## config.mk

```make
export PLATFORM = sky130hd
export DESIGN_NAME = piso_serializer
export DESIGN_NICKNAME = d
export VERILOG_FILES = /design/src/rtl/piso_serializer.sv
export SDC_FILE = /design/constraint.sdc
export NUM_CORES = 1
export LEC_CHECK = 0
export ABC_AREA = 1
export BUFFER_PORTS_ARGS = -buffer_cell sky130_fd_sc_hd__buf_2
export CORE_MARGIN = 5
export CORE_UTILIZATION = 50
export CTS_CLUSTER_DIAMETER = 60
export CTS_CLUSTER_SIZE = 16
export DETAILED_ROUTE_END_ITERATION = 7
export PLACE_DENSITY = 0.84
export SLEW_MARGIN = 40
export SYNTH_ARGS = -nofsm -noshare
export SYNTH_HDL_FRONTEND = slang
export SYNTH_SLANG_ARGS = --single-unit
```

## constraint.sdc

```tcl
create_clock -name clk -period 1.9 [get_ports clk]
set_clock_uncertainty 0.15 [all_clocks]
set_input_delay 0.095 -clock clk [delete_from_list [all_inputs] [get_ports clk]]
set_output_delay 0.095 -clock clk [all_outputs]
set_load 0.1 [all_outputs]
```

## src/rtl/piso_serializer.sv

```systemverilog
// Parallel-in/serial-out serializer with a valid/ready load and per-bit ser_en flow control.
// Define PISO_PARITY_EN to append an even-parity bit (PAR state) after the WIDTH data bits.
module piso_serializer #(
    parameter int WIDTH     = 16,
    parameter int MSB_FIRST = 1
) (
    input  logic             clk,
    input  logic             rst,
    input  logic [WIDTH-1:0] din,
    input  logic             load_valid,
    output logic             load_ready,
    input  logic             ser_en,
    output logic             sout,
    output logic             sout_valid,
    output logic             last,
    output logic             busy
);

    localparam int            CW       = (WIDTH > 1) ? $clog2(WIDTH) : 1;
    localparam logic [CW-1:0] CNT_LAST = CW'(WIDTH - 1);

    if (WIDTH < 2) begin : g_width_check
        $error("piso_serializer: WIDTH must be at least 2");
    end

`ifdef PISO_PARITY_EN
    typedef enum logic [1:0] {
        IDLE  = 2'd0,
        SHIFT = 2'd1,
        PAR   = 2'd2
    } state_t;
`else
    typedef enum logic {
        IDLE  = 1'b0,
        SHIFT = 1'b1
    } state_t;
`endif

    state_t           state_q, state_d;
    logic [WIDTH-1:0] shreg_q, shreg_d;
    logic [CW-1:0]    cnt_q, cnt_d;
    logic             data_bit;
    logic             load_acc;
`ifdef PISO_PARITY_EN
    logic             par_q, par_d;
`endif

    assign data_bit = (MSB_FIRST != 0) ? shreg_q[WIDTH-1] : shreg_q[0];

    // Outputs depend only on registers and ser_en, never on din or load_valid.
    always_comb begin
        busy       = (state_q != IDLE);
        sout_valid = busy;
        sout       = 1'b0;
        last       = 1'b0;
        case (state_q)
            SHIFT: begin
                sout = data_bit;
`ifndef PISO_PARITY_EN
                last = (cnt_q == '0);
`endif
            end
`ifdef PISO_PARITY_EN
            PAR: begin
                sout = par_q;
                last = 1'b1;
            end
`endif
            default: ;
        endcase
        load_ready = (state_q == IDLE) || (last && ser_en);
        load_acc   = load_valid && load_ready;
    end

    // NOTE: every signal gets its hold value first so no path through this block infers a latch.
    always_comb begin
        state_d = state_q;
        shreg_d = shreg_q;
        cnt_d   = cnt_q;
`ifdef PISO_PARITY_EN
        par_d   = par_q;
`endif
        if (load_acc) begin
            state_d = SHIFT;
            shreg_d = din;
            cnt_d   = CNT_LAST;
`ifdef PISO_PARITY_EN
            par_d   = ^din;
`endif
        end else if (state_q == SHIFT && ser_en) begin
            if (cnt_q != '0) begin
                shreg_d = (MSB_FIRST != 0) ? {shreg_q[WIDTH-2:0], 1'b0}
                                           : {1'b0, shreg_q[WIDTH-1:1]};
                cnt_d   = cnt_q - CW'(1);
            end else begin
`ifdef PISO_PARITY_EN
                state_d = PAR;
`else
                state_d = IDLE;
`endif
            end
        end
`ifdef PISO_PARITY_EN
        else if (state_q == PAR && ser_en) begin
            state_d = IDLE;
        end
`endif
    end

    // NOTE: non-blocking assignments so every flop samples the pre-edge value of its peers.
    always_ff @(posedge clk or negedge rst) begin
        if (!rst) begin
            state_q <= IDLE;
            shreg_q <= '0;
            cnt_q   <= '0;
        end else begin
            state_q <= state_d;
            shreg_q <= shreg_d;
            cnt_q   <= cnt_d;
        end
    end

`ifdef PISO_PARITY_EN
    always_ff @(posedge clk or negedge rst) begin
        if (!rst) begin
            par_q <= 1'b0;
        end else begin
            par_q <= par_d;
        end
    end
`endif

endmodule
```

# After elaboration in Yosys (flattened, before gate mapping)
# Cells that the tools add are included.
# word_totals
ff_bits	21
latch_bits	0
mem_bits_rw	0
mem_bits_ro	0
in_bits	20
out_inout_bits	5
elab_cells	27
mem_count	0
# classes
addsub	1
mul	0
div	0
n_lt_le_gt_ge	0
eq_ne	1
shifts	0
mux	11
n_bitwise	1
reduce_logical	10
# op_table
cell	n
$mux 16	3
$mux 4	3
$mux 1	5
$logic_not 4->1	1
$reduce_and 2->1	2
$reduce_bool 2->1	2
$reduce_bool 4->1	1
$sub 4x1->4 const B	1
$logic_and 1x1->1	3
$ne 2x2->1 const B	1
$logic_or 1x1->1	1
$not 1->1	1

# Depth between registers and ports, before layout
# depth
word_depth	7
ltp_mapped	9
mapped_depth_nobuf	8

# Worst setup path before layout
# Ideal clock, no wire load.
# synth_path
path_kind	reg2out
from	reg state_q (netlist: busy)
to	out last
arrival_time_ns	2.498
t_required_ns	1.655
path_slack_ns	-0.843
path_stages_with_launch	3
path_buffers	0
cell_sequence	dfrtp_1 inv_2 nor2_1
# synth_between
elab_chain_cells	1
# synth_rtl
element	line_no	rtl
start, declared	39	state_t state_q, state_d;
start signal, assigned	117	state_q <= state_d;
$mux 1	56	case (state_q)
end, declared	15	output logic last,
# No other way between the ends.

# Worst setup path in the final report
# layout_path
from	reg cnt_q[0]
to	out last
# layout_between
elab_chain_cells	2
# layout_rtl
element	line_no	rtl
start, declared	41	logic [CW-1:0] cnt_q, cnt_d;
start signal, assigned	119	cnt_q <= cnt_d;
$logic_not 4->1	60	last = (cnt_q == '0);
$mux 1	56	
# No other way between the ends.

==> impl_metrics.py <==
metrics = {
    "layout": {
        "seqCellArea_sq_um": 527,
        "finish.utilization": 0.664,
        "diodes": 0,
        "layout-drive-gt1-share": 0.237,
        "multi_input_area_sq_um": 563,
        "fin_nets": 237,
        "fin_area_sq_mm": 0.00163,
        "final_common_cell": "nand2_1",
        "syn2layout_area_growth_pct": 28.1,
        "stdcell_count": 245,
        "fill_cells": 210,
        "final_cell_mix": "nand2_1 (49), inv_1 (36), nand3_1 (35)",
    },
    "clocking": {
        "clock-sinks": 21,
        "cts-root-buf": "clkbuf_4",
        "clkTransAtPathRegs_ns": 0.12,
        "clk_path_buf_depth": 2,
        "numCtsBuffers": 3,
        "cts_tree": "yes",
        "htreeDepth": 1,
        "cts_setup_buffers": 0,
        "clock_latency_ns": 0.31,
    },
    "yosys": {
        "postSynthCellCount": 176,
        "syn_nets": 197,
        "synth_cell_types": 20,
        "avgSynthCellArea_sq_um": 7.23,
        "ys_seq_area_frac": 0.413,
        "yosys_warnings": 0,
        "syn_area_sq_mm": 0.00127,
        "synth_top_area_share": 0.413,
        "synth-seq-cells": 21,
        "synth_top_cell_by_area": "dfrtp_1",
        "ys_top_cells_by_area": "dfrtp_1 (41%), nand2_1 (14%), nand3_1 (14%)",
    },
    "sta": {
        "hold_violations": 0,
        "fin_crit_ns": 1.78,
        "rsz0062_at_grt": "no",
        "tightest_slew_ns": 0.500,
        "slew_violations": 0,
        "maxSlewHeadroom": 0.666,
        "fin_crit_sh": 0.939,
        "fmax_mhz": 561,
        "setup_viol": 0,
        "setup-tns-final_ns": 0,
    },
    "global_routing": {
        "grt_pass1_vias": 1082,
        "grt_max_degree": 22,
        "gr-total-overflow": 0,
        "grt_pass1_wl_microns": 4730,
        "grt.total_usage": 0.176,
        "grt_antenna_before_repair": 0,
    },
    "placed_design": {
        "gp_congestion": 0.744,
        "placed_area_sq_mm": 0.00141,
        "portBuffers": 24,
        "dp_cells": 223,
        "hpwl_microns": 1690,
    },
    "drt": {
        "drt_iter0_markers": 24,
        "dr_total_vias": 1199,
        "postRouteWirelength_microns": 2670,
        "ant_nets": 0,
        "drt-met1-wl_microns": 1210,
        "routed.top_layer": "met4",
        "avgViaCountPerCell": 4.89,
        "wl_met2_microns": 1330,
        "drt-wirelength-per-cell_microns": 10.9,
        "firstDrtPassIters": 4,
        "wl_met3_microns": 94,
        "drc": 0,
    },
    "critical_path": {
        "cp.arrival_ns": 1.54,
        "critPathLaunchType": "register",
        "worstSetupPathType": "reg -> out",
        "cp-end-kind": "output port",
        "cp_max_fo": 4,
        "required_ns": 1.65,
    },
    "floorplanning": {
        "dieWidth_microns": 60.4,
        "num_rows": 18,
        "fp.dieH_microns": 60.4,
        "coreArea_sq_mm": 0.00245,
        "io_pins": 25,
        "initial_core_util": 0.518,
        "dieArea_sq_mm": 0.00365,
    },
    "job": {
        "cap_violations": 0,
    },
    "power_and_ir_drop": {
        "seq_power_share": 0.342,
        "p_sw_frac": 0.484,
        "p_int_mw": 1.15,
        "combPwrFrac": 0.558,
        "power_density_mw_per_mm2": 1360,
        "power_frac_clock": 0.100,
        "ir_drop_uv": 873,
        "leakage_nw": 0.939,
        "switchingPower_mw": 1.08,
    },
    "outcome": {
        "status": "finished, final reports clean",
    },
    "min_path": {
        "worstHoldPathType": "in -> reg",
    },
}
synthesized netlist by cell type:
cell,instances
nand2_2,12
nand4_1,1
clkbuf_1,1
inv_2,1
dfrtp_1,21
buf_4,4
buf_2,1
inv_1,36
nand2_4,2
a21oi_2,1
o21ai_4,1
nand3_2,1
o21ai_0,2
buf_6,2
or2_2,2
nor2_1,2
nor2_2,1
ha_1,1
nand2_1,49
nand3_1,35
critical path: stages (launching register included):
cell and delay [ns]:
dfrtp_1 0.40, inv_1 0.09, ha_1 0.21, nand2_1 0.14, nor2_4 0.10, buf_4 0.29
through the flow:
step / total power, mW / setup WS [ns] / hold slack (ns)
4_1_cts: 2.23 / 0.102 / 0.0769
5_1_grt: 2.44 / 0.0138 / 0.0940
2_1_floorplan: 1.76 / 0.199 / -0.351
3_3_place_gp: 1.95 / 0.266 / -0.0690
3_5_place_dp: 1.97 / 0.227 / -0.0724
6_report: 2.23 / 0.116 / 0.0822
worst paths after layout:
| kind | slack [ns] | cells past startpoint | start | endpoint |
|---|---|---|---|---|
| worst max-delay path | 0.12 | 5 | cnt_q[0] | last |
| worst min-delay path | 0.08 | 3 | load_valid | shreg_q[0] |
| worst max register to register | 0.25 | 8 | cnt_q[0] | shreg_q[10] |
| worst min register to register | 0.34 | 2 | shreg_q[13] | shreg_q[13] |
| max in group asynchronous | 1.16 | 2 | rst | busy |
| min in group asynchronous | 0.10 | 2 | rst | shreg_q[7] |
per-layer routing:
layer	vias to the layer above	GRT usage
met1	565	0.232
met3	4	0.0447
met4	0	0.0650
met5	-	0
li1	607	-
met2	23	0.282
kinds of logic after synthesis:
logic type	share of synthesized area
AND/OR/NAND/NOR	0.392
buffers and inverters	0.157
flip-flops	0.413
AO/OA/AOI/OAI	0.0275
adder cells (fa/ha/maj)	0.00983
cell type report:
type	instances	area share
multi-input combinational	110	0.345
timing repair buffer	43	0.207
inverter	37	0.0852
clock buffer	4	0.0161
tap	30	0.0230
sequential	21	0.323
power by group through the flow:
| stage | Clock [mW] | Combinational (mW) | Sequential [mW] |
|---|---|---|---|
| floorplan | 0 | 0.986 | 0.771 |
| global placement | 0 | 1.19 | 0.758 |
| detailed placement | 0 | 1.21 | 0.764 |
| CTS | 0.228 | 1.25 | 0.756 |
| global route | 0.249 | 1.40 | 0.788 |
| finish | 0.222 | 1.24 | 0.761 |
registers in the layout (all words and copies together), names as in the netlist:
signal / cells
busy: 1
cnt_q: 4
shreg_q: 16
repair_timing:
| item | in CTS | in global routing |
|---|---|---|
| hold endpoints to repair | 38 | 0 |
| setup endpoints to repair | 1 | 1 |
| gates cloned | 0 | 0 |
| gates resized for setup | 1 | 1 |
| hold buffers | 18 | 0 |
(Power assumes the default switching activity.)
